<file path="src/rtl/pe_param.sv">
// pe_param: parametrised processing element.
// NUM_IN input FIFOs feed a single ALU. A configuration FSM selects the
// operand ports, an optional constant operand, an opcode, the output tag
// and a repeat count. Results leave as registered, one-cycle-valid tokens.
// Optional build macro PE_STATS_EN adds saturating fire/stall counters.
module pe_param #(
    parameter int DATA_W     = 32,
    parameter int TOK_W      = DATA_W + 4,
    parameter int NUM_IN     = 3,
    parameter int FIFO_DEPTH = 4,
    parameter int NUM_POST   = 8
) (
    input  logic                    clk,
    input  logic                    reset,
    input  logic [NUM_IN*TOK_W-1:0] PE_Inport,
    input  logic [NUM_POST-1:0]     Post_PE_Bp,
    input  logic [32:0]             PE_Configure_Inport,
    output logic [TOK_W-1:0]        PE_Outport,
    output logic [NUM_IN-1:0]       Pre_PE_Bp,
    output logic                    PE_Done,
    output logic                    PE_Ovf
`ifdef PE_STATS_EN
    ,
    output logic [31:0]             PE_Fire_Cnt,
    output logic [31:0]             PE_Stall_Cnt
`endif
);

    localparam int PTR_W = $clog2(FIFO_DEPTH);
    localparam int CNT_W = PTR_W + 1;
    localparam logic [CNT_W-1:0] FULL_CNT = CNT_W'(FIFO_DEPTH);
    localparam logic [CNT_W-1:0] BP_LIMIT = CNT_W'(FIFO_DEPTH - 2);
    localparam logic [3:0]       OP_ACC   = 4'd11;

    typedef enum logic [1:0] {CFG_IDLE, CFG_CONST, RUN, DONE} state_t;

    state_t              state_reg;
    logic [1:0]          src_a_reg;
    logic [1:0]          src_b_reg;
    logic                use_const_reg;
    logic [4:0]          rep_reg;
    logic [3:0]          op_reg;
    logic [1:0]          tag_reg;
    logic [DATA_W-1:0]   const_reg;
    logic [DATA_W-1:0]   acc_reg;
    logic [4:0]          fire_cnt_reg;
    logic [TOK_W-1:0]    out_reg;
    logic                done_reg;
    logic                ovf_reg;

    logic                cfg_valid;
    logic                cfg_ctrl;
    logic                fire;
    logic                opnd_ready;
    logic                down_ready;

    // Port slots 0..3 always exist so a 2-bit source index never reads out of
    // range; ports beyond NUM_IN look permanently empty.
    logic [3:0][TOK_W-1:0] head_tok;
    logic [3:0]            empty;
    logic [3:0]            pop;
    logic [NUM_IN-1:0]     ovf_hit;

    assign cfg_valid = PE_Configure_Inport[32];
    // A control word is accepted in every state except while waiting for the constant.
    assign cfg_ctrl  = cfg_valid && (state_reg != CFG_CONST);

    genvar gi;
    generate
        for (gi = 0; gi < 4; gi++) begin : g_port
            // A port is popped once even when it is both srcA and srcB.
            assign pop[gi] = fire && ((src_a_reg == 2'(gi)) ||
                                      (!use_const_reg && (src_b_reg == 2'(gi))));

            if (gi < NUM_IN) begin : g_fifo
                // Small FIFO with asynchronous head read so an arriving token
                // can fire in the very next cycle.
                logic [TOK_W-1:0] mem [FIFO_DEPTH];
                logic [PTR_W-1:0] wr_ptr_reg;
                logic [PTR_W-1:0] rd_ptr_reg;
                logic [CNT_W-1:0] count_reg;
                logic [CNT_W-1:0] count_next;
                logic             bp_reg;
                logic [TOK_W-1:0] in_tok;
                logic             push_req;
                logic             push;

                assign in_tok        = PE_Inport[gi*TOK_W +: TOK_W];
                assign push_req      = in_tok[TOK_W-1];
                assign push          = push_req && (count_reg != FULL_CNT);
                assign ovf_hit[gi]   = push_req && (count_reg == FULL_CNT);
                assign head_tok[gi]  = mem[rd_ptr_reg];
                assign empty[gi]     = (count_reg == '0);
                assign Pre_PE_Bp[gi] = bp_reg;

                // Occupancy after this edge's push/pop.
                always_comb begin
                    count_next = count_reg;
                    if (push && !pop[gi])
                        count_next = count_reg + 1'b1;
                    else if (!push && pop[gi])
                        count_next = count_reg - 1'b1;
                end

                // Token storage write; contents need no reset.
                always_ff @(posedge clk) begin
                    if (push && !cfg_ctrl)
                        mem[wr_ptr_reg] <= in_tok;
                end

                // Pointers, occupancy and registered backpressure (one slot of slack).
                always_ff @(posedge clk or negedge reset) begin
                    if (!reset) begin
                        wr_ptr_reg <= '0;
                        rd_ptr_reg <= '0;
                        count_reg  <= '0;
                        bp_reg     <= 1'b1;
                    end else if (cfg_ctrl) begin
                        wr_ptr_reg <= '0;
                        rd_ptr_reg <= '0;
                        count_reg  <= '0;
                        bp_reg     <= 1'b1;
                    end else begin
                        if (push)
                            wr_ptr_reg <= wr_ptr_reg + 1'b1;
                        if (pop[gi])
                            rd_ptr_reg <= rd_ptr_reg + 1'b1;
                        count_reg <= count_next;
                        bp_reg    <= (count_next <= BP_LIMIT);
                    end
                end
            end else begin : g_absent
                assign head_tok[gi] = '0;
                assign empty[gi]    = 1'b1;
            end
        end
    endgenerate

    logic [TOK_W-1:0]    a_tok;
    logic [TOK_W-1:0]    b_tok;
    logic [DATA_W-1:0]   a_data;
    logic [DATA_W-1:0]   b_data;
    logic                a_last;
    logic [2*DATA_W-1:0] product;
    logic [DATA_W-1:0]   acc_sum;
    logic [DATA_W-1:0]   result;
    logic                unused_bits;

    assign a_tok      = head_tok[src_a_reg];
    assign b_tok      = head_tok[src_b_reg];
    assign a_data     = a_tok[DATA_W-1:0];
    assign a_last     = a_tok[TOK_W-2];
    assign b_data     = use_const_reg ? const_reg : b_tok[DATA_W-1:0];
    assign opnd_ready = !empty[src_a_reg] && (use_const_reg || !empty[src_b_reg]);
    assign down_ready = &Post_PE_Bp;
    assign fire       = (state_reg == RUN) && !cfg_ctrl && opnd_ready && down_ready;
    assign product    = a_data * b_data;
    assign acc_sum    = acc_reg + a_data;
    assign unused_bits = ^{a_tok[TOK_W-1], a_tok[TOK_W-3:DATA_W],
                           b_tok[TOK_W-1:DATA_W], product[2*DATA_W-1:DATA_W]};

    // ALU; accumulate is handled in the sequential block, 11-15 fall to pass A.
    always_comb begin
        result = a_data;
        case (op_reg)
            4'd1:    result = a_data + b_data;
            4'd2:    result = a_data - b_data;
            4'd3:    result = product[DATA_W-1:0];
            4'd4:    result = a_data & b_data;
            4'd5:    result = a_data | b_data;
            4'd6:    result = a_data ^ b_data;
            4'd7:    result = a_data << b_data[4:0];
            4'd8:    result = a_data >> b_data[4:0];
            4'd9:    result = ($signed(a_data) > $signed(b_data)) ? a_data : b_data;
            4'd10:   result = ($signed(a_data) < $signed(b_data)) ? a_data : b_data;
            default: result = a_data;
        endcase
    end

    // Configuration FSM, repeat counting, accumulator and registered output token.
    always_ff @(posedge clk or negedge reset) begin
        if (!reset) begin
            state_reg     <= CFG_IDLE;
            src_a_reg     <= '0;
            src_b_reg     <= '0;
            use_const_reg <= 1'b0;
            rep_reg       <= '0;
            op_reg        <= '0;
            tag_reg       <= '0;
            const_reg     <= '0;
            acc_reg       <= '0;
            fire_cnt_reg  <= '0;
            out_reg       <= '0;
            done_reg      <= 1'b0;
            ovf_reg       <= 1'b0;
        end else begin
            out_reg <= '0;
            ovf_reg <= ovf_reg | (|ovf_hit);
            case (state_reg)
                CFG_CONST: begin
                    if (cfg_valid) begin
                        const_reg <= PE_Configure_Inport[DATA_W-1:0];
                        state_reg <= RUN;
                    end
                end
                default: begin
                    if (cfg_ctrl) begin
                        src_a_reg     <= PE_Configure_Inport[24:23];
                        src_b_reg     <= PE_Configure_Inport[22:21];
                        use_const_reg <= PE_Configure_Inport[20];
                        rep_reg       <= PE_Configure_Inport[19:15];
                        op_reg        <= PE_Configure_Inport[14:11];
                        tag_reg       <= PE_Configure_Inport[10:9];
                        acc_reg       <= '0;
                        fire_cnt_reg  <= '0;
                        done_reg      <= 1'b0;
                        state_reg     <= PE_Configure_Inport[20] ? CFG_CONST : RUN;
                    end else if (fire) begin
                        fire_cnt_reg <= fire_cnt_reg + 1'b1;
                        if ((rep_reg != '0) && ((fire_cnt_reg + 5'd1) == rep_reg)) begin
                            state_reg <= DONE;
                            done_reg  <= 1'b1;
                        end
                        if (op_reg == OP_ACC) begin
                            if (a_last) begin
                                out_reg <= {1'b1, 1'b1, tag_reg, acc_sum};
                                acc_reg <= '0;
                            end else begin
                                acc_reg <= acc_sum;
                            end
                        end else begin
                            out_reg <= {1'b1, a_last, tag_reg, result};
                        end
                    end
                end
            endcase
        end
    end

`ifdef PE_STATS_EN
    logic [31:0] fire_stat_reg;
    logic [31:0] stall_stat_reg;
    logic        stall;

    assign stall = (state_reg == RUN) && !cfg_ctrl && opnd_ready && !down_ready;

    // Saturating activity counters, restarted by each new control word.
    always_ff @(posedge clk or negedge reset) begin
        if (!reset) begin
            fire_stat_reg  <= '0;
            stall_stat_reg <= '0;
        end else if (cfg_ctrl) begin
            fire_stat_reg  <= '0;
            stall_stat_reg <= '0;
        end else begin
            if (fire && (fire_stat_reg != '1))
                fire_stat_reg <= fire_stat_reg + 1'b1;
            if (stall && (stall_stat_reg != '1))
                stall_stat_reg <= stall_stat_reg + 1'b1;
        end
    end

    assign PE_Fire_Cnt  = fire_stat_reg;
    assign PE_Stall_Cnt = stall_stat_reg;
`endif

    assign PE_Outport = out_reg;
    assign PE_Done    = done_reg;
    assign PE_Ovf     = ovf_reg;

endmodule

</file>
<file path="config.mk">
export PLATFORM = sky130hd
export DESIGN_NAME = pe_param
export DESIGN_NICKNAME = d
export VERILOG_FILES = /design/src/rtl/pe_param.sv
export SDC_FILE = /design/constraint.sdc
export NUM_CORES = 2
export LEC_CHECK = 0
export BUFFER_PORTS_ARGS = -buffer_cell sky130_fd_sc_hd__buf_4
export CORE_ASPECT_RATIO = 1.75
export CORE_MARGIN = 2
export CORE_UTILIZATION = 50
export CTS_CLUSTER_DIAMETER = 80
export CTS_CLUSTER_SIZE = 10
export DETAILED_ROUTE_END_ITERATION = 16
export MAX_ROUTING_LAYER = met4
export PLACE_DENSITY = 0.71
export SYNTH_ARGS = -nofsm -noshare
export SYNTH_HDL_FRONTEND = slang
export SYNTH_SLANG_ARGS = --single-unit
</file>
<file path="constraint.sdc">
create_clock -name clk -period 16.2 [get_ports clk]
set_input_delay 2.43 -clock clk [delete_from_list [all_inputs] [get_ports clk]]
set_output_delay 2.43 -clock clk [all_outputs]
set_load 0.01 [all_outputs]
</file>
# [After elaboration in Yosys (flattened, before gate mapping)]
# Memory sizes are Yosys's and may differ from the RTL's.
# Cells that the tools add are included.
# Widths: inputs -> output; s select.
[totals] regBits=149 input_bits=151 output_inout_bits=41 elab_cells=213 n_memories=3 mem_bits_rw=432
[mem_list] memory="g_port[0].g_fifo.mem" words=4 word_bits=36 rd=1 rd_ports_with_merged_regs=0 wr=1 line_no="78" source="logic [TOK_W-1:0] mem [FIFO_DEPTH];"
[mem_list] memory="g_port[1].g_fifo.mem" words=4 word_bits=36 rd=1 rd_ports_with_merged_regs=0 wr=1 line_no="78"
[mem_list] memory="g_port[2].g_fifo.mem" words=4 word_bits=36 rd=1 rd_ports_with_merged_regs=0 wr=1 line_no="78"
[classes] n_eq_ne=26 mul=1 addsub=16 n_shift=2 bitwise=5 n_reduce_logical=66 magnitude_cmp=7 muxes=62
[ops] operator="$pmux 32 s10" n=1
[ops] operator="$mux 32" n=8
[ops] operator="$mux 36" n=5
[ops] operator="$bmux 36 s2" n=2
[ops] operator="$add 32x32->32" n=2
[ops] operator="$mux 2" n=18
[ops] operator="$mux 35" n=1
[ops] operator="$and 32x32->32" n=1
[ops] operator="$gt 32x32->1" n=1
[ops] operator="$lt 32x32->1" n=1
[ops] operator="$mul 32x32->32" n=1
[ops] operator="$or 32x32->32" n=1
[ops] operator="$shl 32x5->32" n=1
[ops] operator="$shr 32x5->32" n=1
[ops] operator="$sub 32x32->32" n=1
[ops] operator="$xor 32x32->32" n=1
[ops] operator="$logic_and 1x1->1" n=27
[ops] operator="$mux 3" n=9
[ops] operator="$reduce_bool 2->1" n=9
[ops] operator="$eq 4x3->1 const B" n=4
[ops] operator="$eq 4x4->1 const B" n=4
[ops] operator="$mux 1" n=14
[ops] operator="$add 2x1->2 const B" n=6
[ops] operator="$logic_not 1->1" n=10
[ops] operator="other kinds (27)" n=56

# [Depth between registers and ports, before layout]
[logic_depth] word_depth=14 depth_mapped=40 ltp_nobuf=33

# [Worst setup path after synthesis]
# Ideal clock, no wire load.
[synth_path] path_type="reg-to-reg" startpoint="reg g_port[0].g_fifo.rd_ptr_reg[0]" endpoint="reg out_reg[31] (netlist: PE_Outport[31])" path_slack_ps=6526 n_path_buf=7 t_arrival_ps=9563 period_less_slack_ps=9674 stages_incl_launch_ff=37 setup_time_ps=111 t_required_ps=16089 path_cell_list="dfrtp_1 buf_6 buf_6 mux4_2 nand2_1 a21oi_1 o31ai_1 clkbuf_1 clkbuf_1 buf_1 buf_1 clkbuf_1 nor2_1 fa_1 fa_1 fa_1 inv_1 fa_1 inv_1 fa_1 inv_1 fa_1 inv_1 fa_1 fa_1 ha_1 a211o_1 o221a_2 o21ai_0 a32oi_1 a311o_1 nand3_1 nand2_1 a31oi_1 xor2_1 o2111a_1 a222oi_1"
[synth_between] elab_chain_len=11 elab_cells_between_ends=25 cone_classes="3 x add/sub; 1 x mul; 2 x order compare; 2 x shift; 13 x mux; 3 x bitwise; 1 x memory"
[synth_lines] element="start: declaration" line_no="80" source="logic [PTR_W-1:0] rd_ptr_reg;"
[synth_lines] element="start signal: assignment" line_no="127" source="rd_ptr_reg <= rd_ptr_reg + 1'b1;"
[synth_lines] element="$mem_v2 4x36 (*)"
[synth_lines] element="branches (longest 6 deep; another with $mul 32x32->32)"
[synth_lines] element="$mux 36 (*)" line_no="224" source="if (op_reg == OP_ACC) begin"
[synth_lines] element="$mux 36 (*)" line_no="218" source="end else if (fire) begin"
[synth_lines] element="$mux 36 (*)" line_no="207" source="if (cfg_ctrl) begin"
[synth_lines] element="$mux 36 (*)" line_no="199" source="case (state_reg)"
[synth_lines] element="end signal: assignment" line_no="226" source="out_reg <= {1'b1, 1'b1, tag_reg, acc_sum};"
[synth_lines] element="end signal: assignment" line_no="232" source="out_reg <= {1'b1, a_last, tag_reg, result};"
[synth_lines] element="end: declaration" line_no="47" source="logic [TOK_W-1:0] out_reg;"
# Mark *: on every way between the ends. The select of a mux whose other input is x is not followed.
# A chain may end at the register's enable or synchronous reset.

# [Final worst setup path]
[layout_path] startpoint="reg g_port[0].g_fifo.rd_ptr_reg[0]" endpoint="reg out_reg[25] (netlist: PE_Outport[25])"
# The elaborated chain is that of the path after synthesis.

==> out/qor.yml <==
synth_top_family_by_area: "adder cells"
fillerInstances: 8155
hold_violations: 0
synth_xor_area_frac: 0.0265
outcome: "finished clean"
hpwl_um: 145000
crit_type: "flip-flop to flip-flop"
regMostFlops: "g_port.g_fifo.mem"
cpPeakStageDelay_ps: 920
finalClockSkew_ps: 32.4
coreArea_mm2: 0.0943
cts.repair.resized: 0
io_buffers: 185
slew_headroom: 0.177
start_util: 0.505
setup_tns_ps: 0
tightest_slew_ps: 1200
ys_ff_latch: 545
synthMuxAreaShare: 0.0941
htree_levels: 2
grt_max_degree: 86
synth-async-reset-ratio: 0.273
synth-main-ff-cell: "edfxtp_1"
rsz0062_at_grt: "no"
synth_fa_ha_area_frac: 0.245
syn_inst: 4610
detail_route.iter0.violations: 3967
yosys.area_share.simple: 0.110
crit_fanout: 46
required_ps: 16640
cts_tree: "built"
crit_top_cell: "fa_1"
placed_area_mm2: 0.0505
critPathBufInv: 7
dr_total_vias: 39000
largest_reg_flops: 396
grt.total_usage: 0.417
synth_warnings: 0
worstPathArrival_ps: 12050
area_growth_pct: 9.78
worst_skew_pair.late_latency_ps: 630
cp-start-kind: "flip-flop"
antenna_found_initial: 16
cts_made_buffers: 60
seq_area_frac_synth: 0.328
cts.clk_slew.worst_paths_ps: 70
drive_above_1_share: 0.135
fin_area_mm2: 0.0523
clk_path_buf_depth: 3
ant_nets: 0
grt_pass1_wl_um: 280000
period_share: 0.717
ios: 192
path_delay_family: "adder cells"
dieHeight_um: 412
dieArea_mm2: 0.0979
gp_congestion: 1.12
drv_slew: 0
fin_crit_ps: 11620
clockRootBuffer: "clkbuf_16"
cts.sinks: 545
cts_setup_buffers: 0
via_per_inst: 6.51
die_x_um: 237
utilization: 0.555
cpMaxStageDelayCell: "o31ai_1"
synth-compound-area-share: 0.130
fmax_ghz: 0.0861
overflow: 0
wire_per_inst_um: 32.7
cp-end-kind: "flip-flop"
cap_violations: 0
rows: 149
synth_edf_count: 396
layout.nets: 5566
avgSynthCellArea_um2: 10.3
hp-class: "flip-flop to flip-flop"
syn-cell-area_mm2: 0.0477
syn_nets: 5445
route.detailed.drc: 0
dr.pass1.iters: 7
synth_cell_type_count: 97
cts_hold_buf: 0
wl_um: 196000
grt_pass1_vias: 40500
setup_viol: 0
-- layer usage --
metal,share of wire,vias up,track usage
met5,0,-,-
li1,-,16200,-
met2,0.46,2525,0.658
met1,0.31,19300,0.423
met3,0.090,1007,0.0883
met4,0.13,0,0.420
-- synthesized netlist by cell type, types with 39 or more instances --
cell type,n,share of area
a21o_1,51,0.0080
a21oi_1,220,0.023
a22oi_1,47,0.0074
buf_2,39,0.0041
clkbuf_1,155,0.012
dfrtp_1,146,0.077
edfxtp_1,396,0.25
fa_1,411,0.17
ha_1,273,0.072
inv_1,499,0.039
mux2_2,58,0.014
mux2i_1,162,0.034
mux4_2,91,0.043
nand2_1,475,0.037
nand3_1,53,0.0056
nor2_1,501,0.039
nor3_1,47,0.0049
o21ai_0,160,0.017
o22ai_1,44,0.0058
xnor2_1,92,0.017
-- worst min-delay path: stages, from the launching register on --
cell and delay [ps]:
dfrtp_1 340, nand2_1 50, nand2_1 50
-- final cells by class --
type	count	area (µm²)	share of cell area
Antenna cell	13	32.5	0.000622
Clock buffer	106	1670	0.0320
Clock inverter	4	55.1	0.00105
Inverter	522	1960	0.0375
Multi-Input combinational cell	3287	29100	0.556
Sequential cell	545	15600	0.299
Tap cell	1208	1510	0.0289
Timing Repair Buffer	315	2370	0.0453
-- layout by cell type, fill, tap and decap left out, types with 58 or more instances in the layout --
cell / synthesis / final
fa_1: 411 / 411
edfxtp_1: 396 / 396
a21oi_1: 220 / 217
nor2_1: 501 / 500
mux4_2: 91 / 91
buf_4: 14 / 313
dfrtp_1: 146 / 142
clkbuf_16: 0 / 60
xnor2_1: 92 / 92
mux2_2: 58 / 58
o21ai_0: 160 / 150
ha_1: 273 / 273
inv_1: 499 / 497
nand2_1: 475 / 475
mux2i_1: 162 / 162
-- cell families (layout without fill, tap and decap cells) --
| group | Yosys count | count (layout) |
|---|---|---|
| AOI/OAI and AO/OA | 910 | 910 |
| xor gates and xnor gates | 133 | 133 |
| adders and majority gates | 688 | 688 |
| buffers and inverters | 778 | 947 |
| DFF | 545 | 545 |
| muxes | 317 | 317 |
| other | 0 | 13 |
| and+or+nand+nor | 1239 | 1239 |
-- path summary, 6_finish.rpt --
path,startpoint,end,slack (ps),cells after the start
worst max-delay path,g_port[0].g_fifo.rd_ptr_reg[0],PE_Outport[25],4580,30
worst min-delay path,tag_reg[1],tag_reg[1],480,2
worst max register to register,g_port[0].g_fifo.rd_ptr_reg[0],PE_Outport[25],4580,30
worst min register to register,tag_reg[1],tag_reg[1],480,2
max in group asynchronous,reset,g_port[2].g_fifo.rd_ptr_reg[0],12720,2
min in group asynchronous,reset,acc_reg[5],1890,1
-- stage by stage --
step,std cells,hold slack [ps],worst slack (ps)
floorplan,4610,437,6530
global placement,5876,450,5260
detailed placement,5876,460,5210
CTS,5986,476,5130
global route,5997,495,4380
finish,6000,475,4580
Power is left out: the tool's default activity adds up to more than one toggle a clock period on the data nets, which glitch-free logic cannot reach.
